## src/rtl/counter_sched_if.sv

```systemverilog
// Requester-side bus of the shared-counter scheduler.
// With CNT_SCHED_HOLD_EN defined the bus also carries a hold input that freezes a run.
interface counter_sched_if #(
   parameter int NREQ = 4,
   parameter int CW   = 3,
   parameter int IDW  = 2
);
   logic [NREQ-1:0]    req;
   logic [NREQ*CW-1:0] len;
   logic [NREQ-1:0]    gnt;
   logic [IDW-1:0]     owner;
   logic               busy;
   logic [CW-1:0]      count;
   logic [NREQ-1:0]    done;
`ifdef CNT_SCHED_HOLD_EN
   logic               hold;

   modport master (output req, len, hold, input gnt, owner, busy, count, done);
   modport slave  (input req, len, hold, output gnt, owner, busy, count, done);
`else
   modport master (output req, len, input gnt, owner, busy, count, done);
   modport slave  (input req, len, output gnt, owner, busy, count, done);
`endif
endinterface

```

## src/rtl/counter_sched.sv

```systemverilog
// Round-robin arbiter + sequencer sharing one up-counter among NREQ requesters.
// Optional feature macro: CNT_SCHED_HOLD_EN (adds a hold input that freezes a run).
module counter_sched_lane (
   input  logic clk,
   input  logic rst,
   input  logic start,
   input  logic fin,
   input  logic clr,
   input  logic sel,
   input  logic own,
   output logic gnt,
   output logic done
);
   always_ff @(posedge clk or negedge rst) begin
      if (!rst) begin
         gnt  <= 1'b0;
         done <= 1'b0;
      end else begin
         done <= fin & own;
         if (start && sel)
            gnt <= 1'b1;
         else if (clr)
            gnt <= 1'b0;
      end
   end
endmodule

module counter_sched #(
   parameter int NREQ = 4,
   parameter int CW   = 3,
   parameter int IDW  = 2
) (
   input  logic clk,
   input  logic rst,
   counter_sched_if.slave bus
);
   typedef enum logic [1:0] {IDLE, RUN, DONE} state_t;

   state_t          state;
   logic [IDW-1:0]  ptr;
   logic [IDW-1:0]  owner_r;
   logic [CW-1:0]   len_r;
   logic [CW-1:0]   count_r;
   logic            busy_r;
   logic [NREQ-1:0] gnt_v;
   logic [NREQ-1:0] done_v;

   logic            hold_i;
   logic            win_vld;
   logic [IDW-1:0]  win;
   logic [IDW:0]    sum;
   logic [IDW:0]    nxt;
   logic            start;
   logic            fin;
   logic            clr;

`ifdef CNT_SCHED_HOLD_EN
   assign hold_i = bus.hold;
`else
   assign hold_i = 1'b0;
`endif

   // Scan from ptr upward (mod NREQ); iterating high-to-low lets the closest hit win.
   always_comb begin
      win_vld = 1'b0;
      win     = '0;
      sum     = '0;
      for (int k = NREQ-1; k >= 0; k--) begin
         sum = {1'b0, ptr} + (IDW+1)'(k);
         if (sum >= (IDW+1)'(NREQ))
            sum = sum - (IDW+1)'(NREQ);
         if (bus.req[sum[IDW-1:0]]) begin
            win_vld = 1'b1;
            win     = sum[IDW-1:0];
         end
      end
   end

   always_comb begin
      nxt = {1'b0, owner_r} + 1'b1;
      if (nxt >= (IDW+1)'(NREQ))
         nxt = '0;
   end

   assign start = (state == IDLE) && win_vld;
   assign fin   = (state == RUN) && !hold_i && (count_r == len_r);
   assign clr   = (state == DONE);

   always_ff @(posedge clk or negedge rst) begin
      if (!rst) begin
         state   <= IDLE;
         ptr     <= '0;
         owner_r <= '0;
         len_r   <= '0;
         count_r <= '0;
         busy_r  <= 1'b0;
      end else begin
         case (state)
            IDLE: begin
               count_r <= '0;
               if (win_vld) begin
                  owner_r <= win;
                  len_r   <= bus.len[int'(win)*CW +: CW];
                  busy_r  <= 1'b1;
                  state   <= RUN;
               end
            end
            RUN: begin
               // hold freezes both the increment and the terminal check
               if (!hold_i) begin
                  if (count_r == len_r)
                     state <= DONE;
                  else
                     count_r <= count_r + 1'b1;
               end
            end
            DONE: begin
               ptr     <= nxt[IDW-1:0];
               owner_r <= '0;
               count_r <= '0;
               busy_r  <= 1'b0;
               state   <= IDLE;
            end
            default: state <= IDLE;
         endcase
      end
   end

   for (genvar i = 0; i < NREQ; i++) begin : g_lane
      counter_sched_lane u_lane (
         .clk   (clk),
         .rst   (rst),
         .start (start),
         .fin   (fin),
         .clr   (clr),
         .sel   (win == IDW'(i)),
         .own   (owner_r == IDW'(i)),
         .gnt   (gnt_v[i]),
         .done  (done_v[i])
      );
   end

   assign bus.gnt   = gnt_v;
   assign bus.done  = done_v;
   assign bus.owner = owner_r;
   assign bus.busy  = busy_r;
   assign bus.count = count_r;
endmodule

```

## src/flat_wrapper.sv

```systemverilog
// flat-port wrapper written by rule: the top's interface ports become plain ports
module counter_sched_flat 
#(
   parameter int NREQ = 4,
   parameter int CW   = 3,
   parameter int IDW  = 2
)
  (clk, rst, bus_req, bus_len, bus_gnt, bus_owner, bus_busy, bus_count, bus_done);
  counter_sched_if #(.NREQ(NREQ), .CW(CW), .IDW(IDW)) bus_i ();
  input  logic clk;
  input  logic rst;
  input wire logic [$bits(bus_i.req)-1:0] bus_req;
  input wire logic [$bits(bus_i.len)-1:0] bus_len;
  output wire logic [$bits(bus_i.gnt)-1:0] bus_gnt;
  output wire logic [$bits(bus_i.owner)-1:0] bus_owner;
  output wire logic [$bits(bus_i.busy)-1:0] bus_busy;
  output wire logic [$bits(bus_i.count)-1:0] bus_count;
  output wire logic [$bits(bus_i.done)-1:0] bus_done;
  assign bus_i.req = bus_req;
  assign bus_i.len = bus_len;
  assign bus_gnt = bus_i.gnt;
  assign bus_owner = bus_i.owner;
  assign bus_busy = bus_i.busy;
  assign bus_count = bus_i.count;
  assign bus_done = bus_i.done;
  counter_sched #(.NREQ(NREQ), .CW(CW), .IDW(IDW)) u_core (.clk(clk), .rst(rst), .bus(bus_i));
endmodule
```

## config.mk

```make
export PLATFORM = sky130hd
export DESIGN_NAME = counter_sched_flat
export DESIGN_NICKNAME = d
export VERILOG_FILES = /design/src/rtl/counter_sched_if.sv /design/src/rtl/counter_sched.sv /design/src/flat_wrapper.sv
export SDC_FILE = /design/constraint.sdc
export NUM_CORES = 1
export LEC_CHECK = 0
export ABC_AREA = 1
export BUFFER_PORTS_ARGS = -buffer_cell sky130_fd_sc_hd__buf_4
export CAP_MARGIN = 20
export CORE_MARGIN = 1.5
export CORE_UTILIZATION = 40
export DETAILED_ROUTE_END_ITERATION = 8
export HOLD_SLACK_MARGIN = 0.12
export PLACE_DENSITY = 0.61
export SLEW_MARGIN = 30
export SYNTH_ARGS = -nofsm -noshare
export SYNTH_HDL_FRONTEND = slang
export SYNTH_SLANG_ARGS = --single-unit
export TNS_END_PERCENT = 5
```

## constraint.sdc

```tcl
create_clock -name clk -period 1.7 [get_ports clk]
set_input_delay 0 -clock clk [delete_from_list [all_inputs] [get_ports clk]]
set_output_delay 0 -clock clk [all_outputs]
set_load 0.03 [all_outputs]
```

==> Word-level counts from Yosys, hierarchy flattened <==
Index checks and enable logic that the tools add are counted.
{ "word_totals": {"ff_bits": 21, "input_bits": 18, "out_inout_bits": 14} }
{ "classes": {"n_addsub": 9, "mul": 1, "n_lt_le_gt_ge": 9, "eq_ne": 12, "n_shift": 1, "mux": 35, "bitwise": 4, "reduce_logical": 20} }
{ "ops": {"columns": ["cell", "n"], "rows": [
  ["$shiftx A12 B32 Y3", 1],
  ["$mux W2", 12],
  ["$mux W1", 14],
  ["$ge A3 B3 Y1 const B", 4],
  ["$lt A2 B3 Y1 const B", 4],
  ["$reduce_bool A2 Y1", 6],
  ["$eq A2 B2 Y1 const B", 5],
  ["$bmux W1 S2", 4],
  ["$pmux W2 S2", 2],
  ["$reduce_and A2 Y1", 4],
  ["$sub A2 B1 Y2 const B", 4],
  ["$add A2 B1 Y3 const B", 2],
  ["$add A2 B2 Y3 const B", 2],
  ["$eq A2 B1 Y1 const B", 3],
  ["$logic_and A1 B1 Y1", 6],
  ["$logic_not A2 Y1", 3],
  ["$pmux W3 S2", 1],
  ["$and A1 B1 Y1", 4],
  ["$mul A2 B2 Y4 const B", 1],
  ["$ne A2 B2 Y1 const B", 2],
  ["$add A3 B1 Y3 const B", 1],
  ["$eq A3 B3 Y1", 1],
  ["$ge A2 B3 Y1 const B", 1],
  ["$mux W3", 1],
  ["3 further kinds", 3]
]} }

==> Longest topological paths before layout <==
Gate-level depths: netlist (run 1).
{ "logic_depth": {"ltp_word": 12, "mapped_depth": 15, "mapped_depth_nobuf": 15} }

==> Cells and area by module <==
A second synthesis (run 1) with hierarchy kept.
{ "hier_totals": {"cells_unflattened": 180, "hier_area_um2": 1368.8} }
{ "modules_own_cells": {"columns": ["module", "n_inst", "cells_per_inst", "area_per_inst_um2", "seq_area_each_um2"], "rows": [
  ["counter_sched", 1, 148, 1078.5, 325.3],
  ["counter_sched_lane", 4, 8, 72.6, 50.0]
]} }

==> Worst setup path before layout (run 1) <==
No wires, ideal clock.
{ "synth_path": {"path_type": "register -> register", "from": "reg u_core.ptr[0]", "to": "reg u_core.len_r[0]", "setup_ns": 0.116, "arrival_time_ns": 1.418, "required_ns": 1.584, "slack_ns": 0.165, "path_stages_with_launch": 15, "path_cell_list": "dfrtp_1 > inv_2 > nand2_1 > nand2_2 > nand2_2 > nand2_2 > nor2_1 > nor2_1 > nand2_2 > nand2_4 > nand2_1 > nand3_1 > nand2_1 > nand2_1 > nand2_1"} }
{ "synth_between": {"elab_chain_len": 11} }
{ "synth_rtl": {"columns": ["element", "line", "rtl"], "rows": [
  ["from (decl)", "counter_sched.sv:40", "logic [IDW-1:0] ptr;"],
  ["from (signal assigned)", "counter_sched.sv:118", "ptr <= nxt[IDW-1:0];"],
  ["$add A2 B2 Y3", "counter_sched.sv:69", "sum = {1'b0, ptr} + (IDW+1)'(k);"],
  ["$ge A3 B3 Y1 or $sub A2 B1 Y2 (tied branches)", "counter_sched.sv:70, counter_sched.sv:71", null],
  ["$mux W2", "counter_sched.sv:70", "if (sum >= (IDW+1)'(NREQ))"],
  ["$bmux W1 S2", "counter_sched.sv:72", "if (bus.req[sum[IDW-1:0]]) begin"],
  ["$mux W1 (not written as such)", "counter_sched.sv:72", null],
  ["$mux W2 (4 in a row)", "counter_sched.sv:72", null],
  ["$mul A2 B2 Y4", "counter_sched.sv:103", "len_r <= bus.len[int'(win)*CW +: CW];"],
  ["$shiftx A12 B32 Y3", "counter_sched.sv:103", null],
  ["to (signal assigned)", "counter_sched.sv:103", null],
  ["to (decl)", "counter_sched.sv:42", "logic [CW-1:0] len_r;"]
]} }
Parallel ways exist; a longest one is shown, timed or not. The select of a mux whose other input is x is not followed.
A chain may end at the register's enable or synchronous reset.

==> Worst setup path after layout (run 1) <==
{ "layout_path": {"from": "reg u_core.ptr[0]", "to": "reg u_core.len_r[1]"} }
The elaborated chain is that of the path after synthesis.

==> impl_metrics.env, run 1 <==
export IMPL_status="complete, but fails checks"
export IMPL_violations="setup timing"
export IMPL_syn_avg_cell_area_um2=7.228
export IMPL_grt_pass1_wl_mm=5.119
export IMPL_rsz0062_at_grt="yes"
export IMPL_place_area_um2=1551
export IMPL_layout_drive_gt1_share_pct=31.11
export IMPL_regArea_um2=526.8
export IMPL_maxCapViolations=0
export IMPL_dieArea_um2=3584
export IMPL_max_freq_mhz=563.5
export IMPL_reg2reg_depth=14
export IMPL_drt_iter0_drc=49
export IMPL_end_kind="register"
export IMPL_grt_max_degree=22
export IMPL_synth_top_cell_area_share_pct=40.62
export IMPL_routedWlPerCell_um=11.61
export IMPL_cts_tree="done"
export IMPL_fin_tns_setup_ps=-209.6
export IMPL_layoutNonFillerInstCount=269
export IMPL_syn_nets=202
export IMPL_synth_cells=179
export IMPL_drt_pre_antenna_iters=4
export IMPL_ys_seq_area_share_pct=40.62
export IMPL_diodes=0
export IMPL_regToRegEndpoint="u_core.len_r[1]"
export IMPL_ir_worst_vdd_mv=1.091
export IMPL_worstPathRequired_ps=1950
export IMPL_p_per_area_nw_per_um2=2150
export IMPL_start_kind="register"
export IMPL_fin_nets=249
export IMPL_crit_slowest_cell="dfrtp_2"
export IMPL_hold_depth=6
export IMPL_tightest_slew_ps=463.3
export IMPL_clkSinkCount=21
export IMPL_pre_cts_ws_ps=-55.17
export IMPL_clkLatencyLatePin_ps=310
export IMPL_setup_slack_ps=-74.62
export IMPL_drc=0
export IMPL_max_slew_margin_rel_pct=69.12
export IMPL_worst_endpoint_arrival_ps=2030
export IMPL_setup_viol=5
export IMPL_critPathKind="register to register"
export IMPL_gp_congestion=0.8392
export IMPL_cts_buffers=3
export IMPL_fin_crit_sh_pct=104.4
export IMPL_start_util_pct=42.38
export IMPL_drv_slew=0
export IMPL_worstHoldEndpoint="u_core.len_r[2]"
export IMPL_cts_htree_levels=1
export IMPL_core_area_um2=3053
export IMPL_drt_total_wl_mm=3.124
export IMPL_synth_top_cell_by_area="dfrtp_1"
export IMPL_hold_viol=0
export IMPL_antenna_left=0
export IMPL_vias_per_cell=4.673
export IMPL_cts_buffer_depth=2
export IMPL_ys_warnings_count=0
export IMPL_cpMostUsedCell="nand2_1"
export IMPL_synthesis_area_um2=1294
export IMPL_fin_crit_ps=1775
export IMPL_dp_cells=250
export IMPL_multi_input_area_um2=661.9
export IMPL_die_h_um=59.87
export IMPL_critical_path_max_stage_delay_ps=480
export IMPL_root_buffer="clkbuf_4"
export IMPL_gr_total_overflow=0
export IMPL_hp_class="input port to register"
export IMPL_layout_common_cells="60 x nand2_1, 39 x buf_4, 24 x inv_1, 20 x dfrtp_1, 11 x nand3_1"
export IMPL_track_usage_pct=18.94
export IMPL_vias=1257
export IMPL_ff2ff_setup_slack_ps=-70
export IMPL_grt_pass1_vias=1171
export IMPL_num_io_pins=32
export IMPL_antenna_found_initial=0
export IMPL_yosys_top_cells_area="dfrtp_1 41%, nand2_1 18%, inv_1 7.3%, nand3_1 5.4%, buf_4 5.2%"
export IMPL_hp_start="bus_len[5]"
export IMPL_r2r_start="u_core.ptr[0]"
export IMPL_worstPathCellList="inv_4, nand2_1, nand3_2, nand2_1, inv_2, nor2_2, nor2_1, nand2_2, buf_6, nand3b_1, nand3_1, nand2_1, nand2_1, nand2_1"
export IMPL_dpl_hpwl_mm=2.211
export IMPL_path_clk_slew_ps=130
export IMPL_skew_ps=9.945
export IMPL_placementRows=20
export IMPL_synth_seq_cells=21
export IMPL_final_area_um2=1779
export IMPL_final_common_cell="nand2_1"
export IMPL_path_max_fanout=8
export IMPL_die_w_um=59.87
export IMPL_syn_to_final_growth_pct=37.52
export IMPL_synth_cell_type_count=18
export IMPL_leakage_nw=0.9844
export IMPL_portBuffers=31
export IMPL_fillers=289
synthesized netlist by cell type, drive strengths merged:
cell type,number
a21oi,2
buf,9
dfrtp,21
ha,5
inv,28
nand2,70
nand3,14
nand3b,3
nor2,10
nor3,1
o21ai,9
o22ai,1
o31ai,3
xnor2,3
per-layer routing:
metal | track usage, % | vias up | wire length, um
met1 | 23.27 | 580 | 1373
met2 | 34.47 | 35 | 1627
met3 | 3.896 | 3 | 115
met4 | 2.857 | 0 | 8
met5 | 0 | - | 0
li1 | - | 639 | -
critical path, delay by kind of cell, from the launching register on:
kind                   cells  cell delay [ps]
buffers and inverters      3              330
DFF                        1              480
and+or+nand+nor           11              890
per-stage QoR:
step	power [W]	hold slack (ps)	utilization, %
floorplan	0.002544	-295.6	-
global placement	0.003077	-103.7	50.82
detailed placement	0.003127	-102.4	50.82
CTS	0.003570	122.3	56.31
global route	0.004167	144.5	58.28
finish	0.003825	119.2	58.28
worst max path at each step:
stage,end,cells past startpoint,slack [ps],from
floorplan,u_core.len_r[0],14,170,u_core.ptr[0]
global placement,u_core.len_r[1],14,0.8,u_core.ptr[0]
detailed placement,u_core.len_r[1],14,-60,u_core.ptr[0]
CTS,u_core.len_r[1],14,-10,u_core.ptr[0]
global route,u_core.len_r[1],14,-200,u_core.ptr[0]
finish,u_core.len_r[1],14,-70,u_core.ptr[0]
what timing repair did:
action,CTS,global route
endpoints found under the hold margin,24,0
endpoints found under the setup margin,4,9
pin swaps,4,6
cloned,1,0
gates resized for setup,6,12
buffers inserted,3,2
hold buffers,9,0
registers in the layout (all words and copies together), names as in the netlist:
| name | flops |
|---|---|
| u_core.bus.busy | 1 |
| u_core.bus.count | 3 |
| u_core.bus.owner | 2 |
| u_core.g_lane.u_lane.done | 4 |
| u_core.g_lane.u_lane.gnt | 4 |
| u_core.len_r | 3 |
| u_core.ptr | 2 |
| u_core.state | 2 |
report_power, final:
part	leakage, nW	internal [W]	total, W	switching [W]
clock network	0.0177	0.0000879	0.000248	0.000160
logic	0.709	0.00104	0.00267	0.00164
registers	0.258	0.000712	0.000905	0.000193
cell type report:
| type | count | share of cell area, % |
|---|---|---|
| timing repair buffer | 50 | 22.50 |
| tap | 44 | 3.094 |
| clock inverter | 1 | 0.2813 |
| clock buffer | 3 | 1.266 |
| sequential | 21 | 29.61 |
| multi-input combinational | 122 | 37.20 |
| inverter | 28 | 6.048 |
cell families (layout without fill, tap and decap cells):
group / after synthesis / after routing / share of synthesized area [%]
DFF: 21 / 21 / 40.62
AOI/OAI and AO/OA: 15 / 15 / 6.480
and+or+nand+nor: 98 / 99 / 32.69
buffers and inverters: 37 / 82 / 13.35
adders and majority gates: 5 / 5 / 4.836
xor gates and xnor gates: 3 / 3 / 2.031
Power figures use the tool's default switching activity.
==> run 2: changes to the inputs <==
--- a/config.mk
+++ b/config.mk
@@ -6,13 +6,15 @@
 export NUM_CORES = 1
 export LEC_CHECK = 0
 export ABC_AREA = 1
-export BUFFER_PORTS_ARGS = -buffer_cell sky130_fd_sc_hd__buf_4
 export CAP_MARGIN = 20
 export CORE_MARGIN = 1.5
 export CORE_UTILIZATION = 40
+export CTS_CLUSTER_DIAMETER = 100
 export DETAILED_ROUTE_END_ITERATION = 8
+export DONT_BUFFER_PORTS = 1
 export HOLD_SLACK_MARGIN = 0.12
-export PLACE_DENSITY = 0.61
+export PLACE_DENSITY = 0.52
+export RECOVER_POWER = 100
 export SLEW_MARGIN = 30
 export SYNTH_ARGS = -nofsm -noshare
 export SYNTH_HDL_FRONTEND = slang
==> impl_metrics.env, run 2 (synthesis gave the netlist of run 1 again) <==
export IMPL_status="complete, but fails checks"
export IMPL_violations="setup timing"
export IMPL_cts_buffer_depth=2
export IMPL_dieArea_um2=3584
export IMPL_fillers=325
export IMPL_crit_buf_inv=3
export IMPL_gr_total_overflow=0
export IMPL_placementRows=20
export IMPL_die_w_um=59.87
export IMPL_core_area_um2=3053
export IMPL_drt_pre_antenna_iters=4
export IMPL_critical_path_max_stage_delay_ps=490
export IMPL_max_slew_margin_rel_pct=25.26
export IMPL_switchingPower_w=0.001827
export IMPL_worstPathCellList="inv_4, nand2_1, nand3_1, nand2_1, inv_1, o21ai_1, nand2_2, nand2_4, buf_4, o31ai_2"
export IMPL_drv_slew=0
export IMPL_final_area_um2=1582
export IMPL_root_buffer="clkbuf_4"
export IMPL_vias=1135
export IMPL_clkSinkCount=21
export IMPL_dpl_hpwl_mm=1.982
export IMPL_drc=0
export IMPL_reg_top3="u_core.g_lane.u_lane.done (4), u_core.g_lane.u_lane.gnt (4)"
export IMPL_gp_congestion=0.7601
export IMPL_p_per_area_nw_per_um2=2180
export IMPL_grt_pass1_wl_mm=4.574
export IMPL_drt_iter0_drc=47
export IMPL_ir_worst_vdd_mv=1.294
export IMPL_fin_crit_sh_pct=102.1
export IMPL_leakage_nw=0.8424
export IMPL_max_freq_mhz=576.4
export IMPL_cpMostUsedCell="nand2_1"
export IMPL_final_util_pct=51.80
export IMPL_clkLatencyLatePin_ps=300
export IMPL_p_sw_share_pct=52.99
export IMPL_hold_viol=0
export IMPL_crit_slowest_cell="dfrtp_2"
export IMPL_start_kind="register"
export IMPL_layout_common_cells="57 x nand2_1, 23 x inv_1, 19 x dfrtp_1, 13 x dlygate4sd3_1"
export IMPL_setup_viol=4
export IMPL_num_io_pins=32
export IMPL_worstPathRequired_ps=1920
export IMPL_worst_endpoint_arrival_ps=1960
export IMPL_syn_to_final_growth_pct=22.24
export IMPL_start_util_pct=42.38
export IMPL_antenna_left=0
export IMPL_power_w=0.003447
export IMPL_tightest_slew_ps=1121
export IMPL_maxCapViolations=0
export IMPL_diodes=0
export IMPL_cts_buffers=3
export IMPL_path_clk_slew_ps=120
export IMPL_hp_class="input port to register"
export IMPL_grt_pass1_vias=1056
export IMPL_ff2ff_setup_slack_ps=-40
export IMPL_seq_power_share_pct=30.6
export IMPL_critPathKind="register to register"
export IMPL_cts_tree="done"
export IMPL_crit_family="simple AND/OR/NAND/NOR gates"
export IMPL_internal_power_w=0.001621
export IMPL_grt_max_degree=22
export IMPL_antenna_found_initial=0
export IMPL_skew_ps=2.788
export IMPL_end_kind="register"
export IMPL_rsz0062_at_grt="yes"
export IMPL_setup_slack_ps=-35.02
export IMPL_die_h_um=59.87
export IMPL_drt_total_wl_mm=2.715
export IMPL_place_area_um2=1356
export IMPL_pre_cts_ws_ps=-35.20
export IMPL_fin_nets=227
export IMPL_cts_htree_levels=1
export IMPL_layout_drive_gt1_share_pct=18.72
export IMPL_fin_crit_ps=1735
export IMPL_track_usage_pct=16.98
export IMPL_final_common_cell="nand2_1"
export IMPL_path_max_fanout=8
export IMPL_combPwrFrac_pct=62.6
export IMPL_routedWlPerCell_um=10.99
export IMPL_p_clk_share_pct=6.8
export IMPL_portBuffers=0
export IMPL_vias_per_cell=4.595
[run 2: tightest hold or removal path, delay by kind of cell]
family | cells | cell delay [ps]
buf+inv | 1 | 20
compound gates | 2 | 330
simple gates | 2 | 170
[run 2: through the flow]
step	instances	TNS, ps	hold WS [ps]
after floorplan	179	0	-295.6
after global placement	224	0	-295.1
after detailed placement	224	-127.6	-295.1
after CTS	246	-20.53	229.2
after global routing	247	-1132	275.1
final	247	-86.36	252.7
[run 2: path summary, 6_finish.rpt]
path	depth (start not counted)	start	to
max	10	u_core.ptr[0]	u_core.g_lane[3].u_lane.gnt
min	5	bus_req[1]	u_core.g_lane[3].u_lane.gnt
max reg2reg	10	u_core.ptr[0]	u_core.g_lane[3].u_lane.gnt
min reg2reg	1	u_core.state[1]	u_core.state[1]
max in group asynchronous	2	rst	u_core.ptr[0]
min in group asynchronous	2	rst	u_core.g_lane[3].u_lane.gnt
[run 2: timing repair]
| action | CTS | global route |
|---|---|---|
| buffers inserted | 4 | 0 |
| cloned | 1 | 0 |
| setup endpoints to repair | 6 | 11 |
| pin swaps | 3 | 7 |
| resized for setup | 5 | 11 |
| hold buffers | 13 | 1 |
| hold endpoints to repair | 24 | 21 |
[run 2: area by class of cell]
type                    count  area (um2)  area share (%)
multi-input cells         122       639.4           40.43
flip-flops and latches     21       528.0           33.39
repair buffers             28       224.0           14.16
inverters                  28       107.6           6.804
well taps                  44       55.05           3.481
clock buffers               3       22.52           1.424
clock inverters             1       5.005          0.3165
[run 2: layer usage]
layer	vias up	GRT usage (%)	wire, um
li1	594	-	-
met1	517	20.49	1219
met2	22	29.19	1388
met3	2	2.814	80
met4	0	7.937	27
met5	-	0	0
[run 2: power by group through the flow]
| stage | registers [W] | clock network, W | logic, W |
|---|---|---|---|
| final | 0.00105 | 0.000236 | 0.00216 |
| after global routing | 0.00109 | 0.000272 | 0.00246 |
| after CTS | 0.00105 | 0.000252 | 0.00213 |
| after detailed placement | 0.00105 | 0 | 0.00191 |
| after global placement | 0.00105 | 0 | 0.00187 |
| after floorplan | 0.000989 | 0 | 0.00156 |
